$ cat src/rtl/varredura_display_pkg.sv
// Shared definitions for the display scan controller, its decoder and benches.
//   DIGIT_W     : width of one BCD digit
//   MAX_DIGITS  : largest supported digit count
//   ANODE_OFF   : all-anodes-off pattern (active-low), sliced to N_DIGITS by users
//   f_largura   : counter width helper, never returns less than 1
//   f_params_ok : parameter legality check shared by every user of the scan timing
package varredura_display_pkg;

  localparam int DIGIT_W    = 4;
  localparam int MAX_DIGITS = 8;
  localparam logic [MAX_DIGITS-1:0] ANODE_OFF = '1;

  function automatic int f_largura(input int n);
    return (n > 1) ? $clog2(n) : 1;
  endfunction

  function automatic bit f_params_ok(input int n_digits, input int refresh_div,
                                     input int guard_cycles);
    return (n_digits >= 1) && (n_digits <= MAX_DIGITS) &&
           (guard_cycles >= 0) && (refresh_div >= guard_cycles + 2);
  endfunction

endpackage

$ cat src/rtl/divisor_varredura.sv
// Slot timer for the display scan: owns the in-slot cycle counter and digit index.
// Ports:
//   clk, rst_n     : system clock, async active-low reset
//   o_idx          : digit index of the current slot
//   o_em_guarda    : current cycle lies in the all-anodes-off guard window
//   o_fronteira    : current cycle is the last cycle of the frame
module divisor_varredura
  import varredura_display_pkg::*;
#(
  parameter int N_DIGITS     = 4,
  parameter int REFRESH_DIV  = 50000,
  parameter int GUARD_CYCLES = 16,
  parameter int IDX_W        = f_largura(N_DIGITS)
) (
  input  logic             clk,
  input  logic             rst_n,
  output logic [IDX_W-1:0] o_idx,
  output logic             o_em_guarda,
  output logic             o_fronteira
);

  localparam int CNT_W = f_largura(REFRESH_DIV);
  localparam logic [CNT_W-1:0] CNT_LAST  = CNT_W'(REFRESH_DIV - 1);
  localparam logic [CNT_W-1:0] GUARD_LIM = CNT_W'(GUARD_CYCLES);
  localparam logic [IDX_W-1:0] IDX_LAST  = IDX_W'(N_DIGITS - 1);

  logic [CNT_W-1:0] r_cnt;
  logic [IDX_W-1:0] r_idx;
  logic             w_cnt_fim;

  assign w_cnt_fim = (r_cnt == CNT_LAST);

  always_ff @(posedge clk or negedge rst_n) begin
    if (!rst_n) begin
      r_cnt <= '0;
      r_idx <= '0;
    end else if (w_cnt_fim) begin
      r_cnt <= '0;
      r_idx <= (r_idx == IDX_LAST) ? '0 : r_idx + 1'b1;
    end else begin
      r_cnt <= r_cnt + 1'b1;
    end
  end

  assign o_idx       = r_idx;
  assign o_em_guarda = (r_cnt < GUARD_LIM);
  assign o_fronteira = w_cnt_fim && (r_idx == IDX_LAST);

endmodule

$ cat src/rtl/varredura_display.sv
// Time-multiplexed seven-segment scan controller sharing one BCD decoder.
// New digit data is staged in a one-deep buffer and committed only at the frame
// boundary, so a frame never mixes old and new digits.
// Optional build macro: VARREDURA_ZERO_BLANK_EN enables leading-zero suppression.
// Ports:
//   clk, rst_n  : system clock, async active-low reset
//   dados       : N_DIGITS BCD digits, digit 0 in the low nibble
//   carregar    : load strobe, captures dados into the pending buffer
//   BCD         : digit value for the shared decoder (valid from slot start)
//   an_n        : one-hot active-low anode select, all ones = off
//   apagar      : blank request to the segment drivers
//   pendente    : buffered data waiting for the next frame boundary
//   fim_quadro  : one-cycle pulse after each frame boundary
module varredura_display
  import varredura_display_pkg::*;
#(
  parameter int N_DIGITS     = 4,
  parameter int REFRESH_DIV  = 50000,
  parameter int GUARD_CYCLES = 16
) (
  input  logic                        clk,
  input  logic                        rst_n,
  input  logic [DIGIT_W*N_DIGITS-1:0] dados,
  input  logic                        carregar,
  output logic [DIGIT_W-1:0]          BCD,
  output logic [N_DIGITS-1:0]         an_n,
  output logic                        apagar,
  output logic                        pendente,
  output logic                        fim_quadro
);

  localparam int IDX_W = f_largura(N_DIGITS);
  localparam int DW    = DIGIT_W * N_DIGITS;
  localparam logic [N_DIGITS-1:0] AN_OFF = ANODE_OFF[N_DIGITS-1:0];

  generate
    if (!f_params_ok(N_DIGITS, REFRESH_DIV, GUARD_CYCLES)) begin : g_param_invalido
      $error("varredura_display: illegal N_DIGITS/REFRESH_DIV/GUARD_CYCLES");
    end
  endgenerate

  logic [IDX_W-1:0]    w_idx;
  logic                w_em_guarda;
  logic                w_fronteira;
  logic [DW-1:0]       r_quadro;
  logic [DW-1:0]       r_buf;
  logic                r_pend;
  logic                r_fim;
  logic [DIGIT_W-1:0]  r_bcd;
  logic [N_DIGITS-1:0] r_an_n;
  logic                r_apagar;
  logic [DIGIT_W-1:0]  w_digito;
  logic [N_DIGITS-1:0] w_blank_dig;
  logic                w_apaga_slot;

  divisor_varredura #(
    .N_DIGITS    (N_DIGITS),
    .REFRESH_DIV (REFRESH_DIV),
    .GUARD_CYCLES(GUARD_CYCLES),
    .IDX_W       (IDX_W)
  ) u_divisor (
    .clk        (clk),
    .rst_n      (rst_n),
    .o_idx      (w_idx),
    .o_em_guarda(w_em_guarda),
    .o_fronteira(w_fronteira)
  );

  // Commit uses the buffer contents from before this edge, so a load landing
  // on the boundary goes to the next frame and keeps pendente set.
  always_ff @(posedge clk or negedge rst_n) begin
    if (!rst_n) begin
      r_quadro <= '0;
      r_buf    <= '0;
      r_pend   <= 1'b0;
      r_fim    <= 1'b0;
    end else begin
      if (w_fronteira && r_pend) r_quadro <= r_buf;
      if (carregar) begin
        r_buf  <= dados;
        r_pend <= 1'b1;
      end else if (w_fronteira) begin
        r_pend <= 1'b0;
      end
      r_fim <= w_fronteira;
    end
  end

`ifdef VARREDURA_ZERO_BLANK_EN
  // Digit i>0 is suppressed when it and every digit above it are zero.
  always_comb begin
    logic w_zeros_acima;
    w_blank_dig   = '0;
    w_zeros_acima = 1'b1;
    for (int i = N_DIGITS - 1; i > 0; i--) begin
      w_zeros_acima  = w_zeros_acima && (r_quadro[i*DIGIT_W +: DIGIT_W] == '0);
      w_blank_dig[i] = w_zeros_acima;
    end
  end
`else
  assign w_blank_dig = '0;
`endif

  assign w_digito     = r_quadro[w_idx*DIGIT_W +: DIGIT_W];
  assign w_apaga_slot = w_em_guarda || w_blank_dig[w_idx];

  // BCD follows the digit for the whole slot so the decoder settles during the guard.
  always_ff @(posedge clk or negedge rst_n) begin
    if (!rst_n) begin
      r_bcd    <= '0;
      r_an_n   <= AN_OFF;
      r_apagar <= 1'b1;
    end else begin
      r_bcd    <= w_digito;
      r_an_n   <= w_apaga_slot ? AN_OFF : ~(N_DIGITS'(1) << w_idx);
      r_apagar <= w_apaga_slot;
    end
  end

  assign BCD        = r_bcd;
  assign an_n       = r_an_n;
  assign apagar     = r_apagar;
  assign pendente   = r_pend;
  assign fim_quadro = r_fim;

endmodule

$ cat config.mk
export PLATFORM = sky130hd
export DESIGN_NAME = varredura_display
export DESIGN_NICKNAME = d
export VERILOG_FILES = /design/src/rtl/varredura_display_pkg.sv /design/src/rtl/divisor_varredura.sv /design/src/rtl/varredura_display.sv
export SDC_FILE = /design/constraint.sdc
export NUM_CORES = 1
export LEC_CHECK = 0
export ABC_CLOCK_PERIOD_IN_PS = 3000
export CAP_MARGIN = 0
export CORE_MARGIN = 2
export CORE_UTILIZATION = 59
export DETAILED_ROUTE_END_ITERATION = 7
export GPL_ROUTABILITY_DRIVEN = 0
export MAX_ROUTING_LAYER = met4
export PLACE_DENSITY = 0.83
export SLEW_MARGIN = 20
export SYNTH_ARGS = -nofsm -noshare
export SYNTH_HDL_FRONTEND = slang
export SYNTH_HIERARCHICAL = 1
export SYNTH_SLANG_ARGS = --single-unit
$ cat constraint.sdc
create_clock -name clk -period 3 [get_ports clk]
set_input_delay 0.6 -clock clk [delete_from_list [all_inputs] [get_ports clk]]
set_output_delay 0.6 -clock clk [all_outputs]
set_load 0.01 [all_outputs]
==> metrics.cfg, run 1 <==
[routing]
via_per_inst = 5.70
wl_per_cell_um = 16.8
final_antenna_net_count = 0
drt_iter0_drc = 54
wl_met2_mm = 2.33
dr_wl_met3_um = 187
top_layer = met4
finalWirelength_mm = 4.44
firstDrtPassIters = 4
wl_met1_mm = 1.84
num_vias = 1504
drc = 0

[yosys]
synth_top_area_frac = 0.547
synth.yosys.seq_area_share = 0.598
syn_avg_cell_area_um2 = 14.6
syn_area_mm2 = 0.00256
ys_types = 33
yosys-top-cells-count = 56 x dfrtp_1, 23 x mux2_2, 13 x nor2_1, 10 x mux2_4, 9 x xnor2_1
yosysMostFrequentCell = dfrtp_1
synth_seq_cells = 61
synth_edf_count = 0
async_reset_ff_frac = 1.00
syn-instance-count = 175
synth.area.top_cells = dfrtp_1 55%, mux2_2 10%, mux2_4 5.9%
synth_nets = 196
ys.flop_type = dfrtp_1
synth_warnings = 6
yosys.area.top_type = dfrtp_1

[timing]
tns_ns = 0
rsz0062_at_grt = no
whs_ns = 0.420
fmax_ghz = 0.466
finalHoldViolCount = 0
finalCritPeriodShare = 0.715
slew-limit-headroom = 0.371
finClkSkew_ns = 0.00485
worst_pin_slew_ns = 0.944
final.min_clock_period_ns = 2.14
drv_slew = 0
setup_viol = 0

[worst_setup_path]
crit_required_ns = 3.21
crit_path_max_fanout = 16
worstSetupStartpointType = register
path_class = register to register
arrival_ns = 2.36
crit_path_top_delay_cell = dfrtp_1
slowest_delay_ns = 0.43
endpoint_kind = register
cp_cell_sequence = nor4_2 -> nand2_1 -> nor4_1 -> and2_1 -> nand2_4 -> mux2_4

[cells_and_area]
fin_area_mm2 = 0.00303
synthToLayoutAreaGrowth_pct = 18.4
drive_gt1_frac = 0.304
multi_input_area_um2 = 945
diodes = 0
regArea_mm2 = 0.00153
num-fill-cells = 268
final_core_util = 0.742
fin_nets = 231

[min_path]
hold_path_class = primary input to async pin

[floorplanning]
io_pins = 30
dieArea_mm2 = 0.00489
rows = 23
die_h_um = 69.9
die-width_um = 69.9
core_mm2 = 0.00409
start_util = 0.627

[global_route]
grt_start_max_net_pins = 46
grt_use_total = 0.212
antenna_found_initial = 0
overflow = 0
grt_pass1_wl_mm = 7.73
grt_pass1_vias = 1684

[clocking]
cts_tree = done
ctsLongestPathBuffers = 2
cts_made_buffers = 9
cts.sinks = 61
cts_hold_buffers = 0
cts_setup_buffers = 0
htreeDepth = 3
root_buffer = clkbuf_8
cts_resized = 0
clock_latency_ns = 0.33
clkTransAtPathRegs_ns = 0.06

[place]
port_buffers = 29
dpl_cell_area_mm2 = 0.00286
dp_hpwl_mm = 3.09

[power_and_ir_drop]
p_per_area_mw_per_mm2 = 525
irDropWorstVdd_v = 0.000312
p_leak_nw = 1.39

[outcome]
outcome = completed

[run]
cap_violations = 0

-- state kept, by name, summed over array words and instances (netlist names), 2 cells and up --
register,count
u_divisor/o_idx,2
u_divisor/r_cnt,16
r_quadro,16
r_buf,16
BCD,4
an_n,4
-- logic make-up after synthesis --
group,synth area share
mux,0.199
flops,0.598
compound gates,0.00293
buf+inv,0.0332
xor+xnor,0.0479
simple gates,0.109
fa+ha+maj,0.00976
-- routing by layer --
layer  vias up  track usage
met2        49        0.349
met5         -            -
met1       767        0.248
met4         0        0.113
met3         9       0.0404
li1        679            -
-- critical path: cells and delay by family, from the launching register on --
family	cells	cell delay [ns]
muxes	1	0.36
and+or+nand+nor	5	1.25
DFF	1	0.43
-- power by group --
group	internal (mW)	total (mW)	switching, mW
Clock	0.371	0.667	0.296
Sequential	0.845	0.856	0.0116
Combinational	0.0411	0.0688	0.0277
Total	1.26	1.59	0.335
-- cells in the final DEF, fill, tap and decap left out, types with 2 or more instances in the layout --
master / Yosys / layout
clkdlybuf4s50_1: 0 / 28
nand3_1: 4 / 4
xor2_1: 5 / 5
buf_4: 1 / 2
mux4_2: 4 / 4
nor3_1: 5 / 5
dfstp_2: 5 / 5
clkinv_2: 0 / 5
nor2_1: 13 / 13
dfrtp_1: 56 / 56
inv_1: 4 / 4
nor4_1: 3 / 3
mux2_2: 23 / 23
clkbuf_8: 0 / 9
xnor2_1: 9 / 9
ha_1: 2 / 2
nand2_1: 6 / 6
nand4_1: 6 / 6
mux2_4: 10 / 10
-- area by class of cell --
class	count	area share
well taps	50	0.0206
clock inverters	6	0.0181
multi-input cells	103	0.311
clock buffers	9	0.0408
repair buffers	31	0.0990
flip-flops and latches	61	0.505
inverters	4	0.00495
-- per-stage QoR --
stage	worst slack (ns)	instances	power (mW)
floorplan	1.12	175	0.895
global placement	0.927	249	0.935
detailed placement	0.833	249	0.942
CTS	0.871	264	1.61
global route	0.709	264	1.66
finish	0.856	264	1.59
-- final timing paths --
check                           cells after the start           startpoint             endpoint  slack (ns)
worst min register to register                      1            r_buf[10]         r_quadro[10]        0.50
min in group clk                                    1            r_buf[10]         r_quadro[10]        0.50
worst max register to register                      6  u_divisor/r_cnt[10]         r_quadro[14]        0.86
worst max-delay path                                6  u_divisor/r_cnt[10]         r_quadro[14]        0.86
worst min-delay path                                1                rst_n  u_divisor/r_cnt[13]        0.42
max in group asynchronous                           2                rst_n            r_buf[15]        1.85
No activity file was read; power rests on OpenSTA's default activity.
==> run 2, diff against run 1 <==
ABC_CLOCK_PERIOD_IN_PS = 2100   (was 3000)
CORE_UTILIZATION = 55   (was 59)
PLACE_DENSITY = 0.79   (was 0.83)
clock period = 2.1 ns   (was 3 ns; I/O delays follow)
==> metrics.cfg, run 2 (same netlist as run 1, synthesis figures left out) <==
[power_and_ir_drop]
p_per_area_mw_per_mm2 = 795  ; +52%
irDropWorstVdd_v = 0.000492  ; +58%
p_leak_nw = 1.44  ; +2.9%

[timing]
worst_pin_slew_ns = 0.521  ; -0.423 ns
rsz0062_at_grt = no
slew-limit-headroom = 0.653  ; +0.282
tns_ns = 0  ; unchanged
finalCritPeriodShare = 0.938  ; +0.224
finalHoldViolCount = 0  ; unchanged
setup_viol = 0  ; unchanged
finClkSkew_ns = 0.00690  ; +0.00205 ns
final.min_clock_period_ns = 1.97  ; -0.174 ns
drv_slew = 0  ; unchanged
fmax_ghz = 0.508  ; +8.8%

[global_route]
overflow = 0  ; unchanged
grt_pass1_wl_mm = 7.69  ; -0.53%
antenna_found_initial = 0  ; unchanged
grt_pass1_vias = 1544  ; -8.3%
grt_use_total = 0.210  ; -0.00191
grt_start_max_net_pins = 24  ; -48%

[floorplanning]
die_h_um = 72.3  ; +3.4%
rows = 24  ; +4.3%
dieArea_mm2 = 0.00522  ; +6.9%
die-width_um = 72.3  ; +3.4%
io_pins = 30  ; unchanged
core_mm2 = 0.00441  ; +8.0%
start_util = 0.580  ; -0.0466

[worst_setup_path]
worst_path_most_repeated_cell = nor4_2
worstSetupStartpointType = register
crit_buf_inv = 0  ; unchanged
endpoint_kind = register
path_class = register to register
rr_startpoint = u_divisor/r_cnt[10]
cp_cell_sequence = nor4_2 -> nand2_2 -> nor4_2 -> and2_2 -> nand2_8 -> mux2_4
arrival_ns = 2.19  ; -0.17 ns
slowest_delay_ns = 0.43  ; about the same
crit_required_ns = 2.32  ; -0.89 ns
r2r_setup_slack_ns = 0.13  ; -0.73 ns
crit_path_max_fanout = 16  ; unchanged
crit_path_top_delay_cell = dfrtp_1
cp_top_family = simple AND/OR/NAND/NOR gates
worst-r2r-cell-count = 6  ; unchanged
r2r-end = r_quadro[14]

[cells_and_area]
final_core_util = 0.711  ; -0.0319
synthToLayoutAreaGrowth_pct = 22.4
most-common-layout-cells = 56 x dfrtp_1, 28 x clkdlybuf4s50_1, 23 x mux2_2, 13 x nor2_1, 11 x clkbuf_8
fin_nets = 235  ; +1.7%
final_common_cell = dfrtp_1
drive_gt1_frac = 0.333  ; +0.0296
num-fill-cells = 301  ; +12%
diodes = 0  ; unchanged
reg_top3 = r_buf (16), r_quadro (16), u_divisor/r_cnt (16)

[routing]
wl_per_cell_um = 16.9  ; +0.73%
firstDrtPassIters = 4  ; unchanged
finalWirelength_mm = 4.59  ; +3.4%
num_vias = 1478  ; -1.7%
final_antenna_net_count = 0  ; unchanged
via_per_inst = 5.45  ; -4.3%
drc = 0  ; unchanged
drt_iter0_drc = 81  ; +50%

[clocking]
cts_made_buffers = 9  ; unchanged
cts_tree = done
cts_setup_buffers = 0  ; unchanged
cts.sinks = 61  ; unchanged
htreeDepth = 3  ; unchanged
cts_resized = 0  ; unchanged
root_buffer = clkbuf_8
clock_latency_ns = 0.34  ; about the same
ctsLongestPathBuffers = 2  ; unchanged
clkTransAtPathRegs_ns = 0.07  ; about the same
cts_hold_buffers = 0  ; unchanged

[place]
dp_hpwl_mm = 3.24  ; +5.0%
port_buffers = 29  ; unchanged

[run]
cap_violations = 0  ; unchanged

[min_path]
hold_path_class = primary input to async pin

[outcome]
outcome = completed

[run 2: worst max path at each step]
| stage | depth (start not counted) | startpoint | end |
|---|---|---|---|
| after global placement | 6 | u_divisor/r_cnt[10] | r_quadro[9] |
| after detailed placement | 6 | u_divisor/r_cnt[10] | r_quadro[9] |
| after global routing | 6 | u_divisor/r_cnt[10] | r_quadro[5] |
| after CTS | 6 | u_divisor/r_cnt[10] | r_quadro[14] |
| final | 6 | u_divisor/r_cnt[10] | r_quadro[14] |
| after floorplan | 7 | u_divisor/r_cnt[0] | r_quadro[10] |
[run 2: metal layers]
metal  track usage  vias to the layer above  part of all wire
li1              -                      690                 -
met1         0.277                      744              0.44
met2         0.301                       34              0.49
met3        0.0583                       10             0.041
met4         0.107                        0             0.024
met5             -                        -                 0
[run 2: cell type report]
type	count	area, um2	share of cell area
clock buffer	12	155	0.0495
clock inverter	4	70.1	0.0223
tap	52	65.1	0.0207
sequential	61	1530	0.489
timing repair buffer	35	330	0.105
inverter	4	15.0	0.00479
multi-input combinational	103	968	0.309
[run 2: power breakdown]
part           total, mW  internal, mW  switching [mW]
logic              0.100        0.0595          0.0408
registers           1.22          1.21          0.0171
clock network       1.17         0.729           0.440
[run 2: stage by stage]
| stage | hold WS, ns | setup WS, ns | total power [mW] | std cells | instance area [um2] |
|---|---|---|---|---|---|
| floorplan | 0.124 | 0.216 | 1.28 | 175 | 2560 |
| global placement | 0.404 | 0.164 | 1.34 | 255 | 2890 |
| detailed placement | 0.427 | 0.0177 | 1.35 | 255 | 2890 |
| CTS | 0.0588 | 0.0125 | 2.51 | 271 | 3110 |
| global route | 0.0704 | 0.0195 | 2.57 | 271 | 3140 |
| finish | 0.0475 | 0.130 | 2.49 | 271 | 3140 |
==> run 3, diff against run 2 <==
CORE_UTILIZATION = 54   (was 55)
PLACE_DENSITY = 0.77   (was 0.79)
==> metrics.cfg, run 3 (same netlist as run 1, synthesis figures left out) <==
[outcome]
outcome = completed

[floorplanning]
rows = 25  ; +4.2%
die_h_um = 72.9  ; +0.87%
dieArea_mm2 = 0.00531  ; +1.8%
io_pins = 30  ; unchanged
start_util = 0.550  ; -0.0307
core_mm2 = 0.00466  ; +5.6%
die-width_um = 72.9  ; +0.87%

[cells_and_area]
most-common-layout-cells = 56 x dfrtp_1, 28 x clkdlybuf4s50_1, 23 x mux2_2, 13 x nor2_1, 10 x mux2_4
fin_nets = 235  ; unchanged
final_common_cell = dfrtp_1
multi_input_area_um2 = 957  ; -1.2%
drive_gt1_frac = 0.324  ; -0.00913
fin_area_mm2 = 0.00309  ; -1.5%
num-fill-cells = 332  ; +10%
stdcell_count = 273  ; +0.74%
regArea_mm2 = 0.00153  ; unchanged
reg_top3 = r_buf (16), r_quadro (16), u_divisor/r_cnt (16)
diodes = 0  ; unchanged
synthToLayoutAreaGrowth_pct = 20.6

[global_route]
grt_use_total = 0.198  ; -0.0118
antenna_found_initial = 0  ; unchanged
grt.busiest_layer = met2
gr-usage-met3 = 0.0801  ; +0.0218
overflow = 0  ; unchanged
grt_pass1_vias = 1576  ; +2.1%
met2_usage = 0.319  ; +0.0185
grt_pass1_wl_mm = 7.37  ; -4.2%
grt_start_max_net_pins = 62  ; +160%
use_met1 = 0.223  ; -0.0535

[clocking]
clock_latency_ns = 0.35  ; about the same
cts_made_buffers = 9  ; unchanged
cts_resized = 0  ; unchanged
cts.sinks = 61  ; unchanged
cts_tree = done
ctsLongestPathBuffers = 2  ; unchanged
root_buffer = clkbuf_8
cts_setup_buffers = 0  ; unchanged
htreeDepth = 3  ; unchanged
cts_hold_buffers = 0  ; unchanged
clkTransAtPathRegs_ns = 0.08  ; about the same

[place]
placed_cells = 256  ; +0.39%
place_worst_setup_slack_ns = 0.0502  ; +0.0325 ns
port_buffers = 29  ; unchanged
dpl_cell_area_mm2 = 0.00290  ; +0.26%
dp_hpwl_mm = 2.99  ; -7.8%

[timing]
tns_ns = 0  ; unchanged
drv_slew = 0  ; unchanged
fmax_ghz = 0.498  ; -1.9%
finalCritPeriodShare = 0.956  ; +0.0179
fin_ws_ns = 0.0923  ; -0.0376 ns
worst_pin_slew_ns = 0.430  ; -0.0907 ns
final.min_clock_period_ns = 2.01  ; +0.0376 ns
setup_viol = 0  ; unchanged
whs_ns = 0.0608  ; +0.0133 ns
rsz0062_at_grt = no
finClkSkew_ns = 0.00643  ; -0.000472 ns
slew-limit-headroom = 0.711  ; +0.0582
finalHoldViolCount = 0  ; unchanged

[run]
cap_violations = 0  ; unchanged

[worst_setup_path]
r2r_setup_slack_ns = 0.09  ; -0.04 ns
cp_top_family = simple AND/OR/NAND/NOR gates
rr_startpoint = u_divisor/r_cnt[10]
crit_buf_inv = 0  ; unchanged
r2r-end = r_quadro[14]
slowest_delay_ns = 0.43  ; about the same
crit_path_top_delay_cell = dfrtp_1
worstSetupStartpointType = register
path_class = register to register
arrival_ns = 2.24  ; +0.05 ns
endpoint_kind = register
worst-r2r-cell-count = 6  ; unchanged
crit_path_max_fanout = 8  ; -8
crit_required_ns = 2.33  ; about the same
cp_cell_sequence = nor4_2 -> nand2_1 -> nor4_1 -> and2_2 -> nand2_4 -> mux2_4

[routing]
via_per_inst = 5.47  ; +0.34%
firstDrtPassIters = 5  ; +1
num_vias = 1494  ; +1.1%
drc = 0  ; unchanged
final_antenna_net_count = 0  ; unchanged
drt_iter0_drc = 93  ; +15%
wl_per_cell_um = 16.3  ; -3.7%
finalWirelength_mm = 4.45  ; -3.0%

[power_and_ir_drop]
p_per_area_mw_per_mm2 = 730  ; -8.1%
irDropWorstVdd_v = 0.000519  ; +5.6%
p_leak_nw = 1.41  ; -2.1%

[min_path]
hold_path_class = primary input to async pin

run 3: cell types whose count changed in the layout (fill, tap and decap cells not counted), sizes merged:
cell	delta
clkinvlp	+2
clkinv	+1
inv	+2
clkbuf	-3
nand2	+1
buf	-1
bufinv	-2
run 3: cell type report:
cell class | instances | area share
clock inverter | 7 | 0.0190
clock buffer | 9 | 0.0401
tap | 54 | 0.0219
inverter | 4 | 0.00486
timing repair buffer | 34 | 0.109
multi-input combinational | 104 | 0.310
sequential | 61 | 0.496
run 3: per-layer routing:
metal	routed length [um]	vias up	part of all wire
met5	0	-	0
met4	99	0	0.022
met3	201	8	0.045
met2	2370	47	0.53
met1	1780	736	0.40
li1	-	703	-
run 3: report_power, final:
part | leakage (nW) | switching [mW] | internal [mW]
Combinational | 0.540 | 0.0395 | 0.0610
Clock | 0.0864 | 0.495 | 0.440
Sequential | 0.779 | 0.0163 | 1.21
run 3: worst max path at each step:
| stage | start | end | slack, ns | depth (start not counted) |
|---|---|---|---|---|
| finish | u_divisor/r_cnt[10] | r_quadro[14] | 0.09 | 6 |
| CTS | u_divisor/r_cnt[10] | r_quadro[6] | 0.04 | 6 |
| floorplan | u_divisor/r_cnt[0] | r_quadro[10] | 0.22 | 7 |
| detailed placement | u_divisor/r_cnt[10] | r_quadro[14] | 0.05 | 6 |
| global route | u_divisor/r_cnt[10] | r_quadro[6] | 0.01 | 6 |
| global placement | u_divisor/r_cnt[10] | r_quadro[9] | 0.15 | 6 |
run 3: per-stage QoR:
| stage | power, mW | util |
|---|---|---|
| after floorplan | 1.28 | - |
| after global placement | 1.34 | 0.621 |
| after detailed placement | 1.35 | 0.621 |
| after CTS | 2.29 | 0.660 |
| after global routing | 2.35 | 0.663 |
| final | 2.26 | 0.663 |
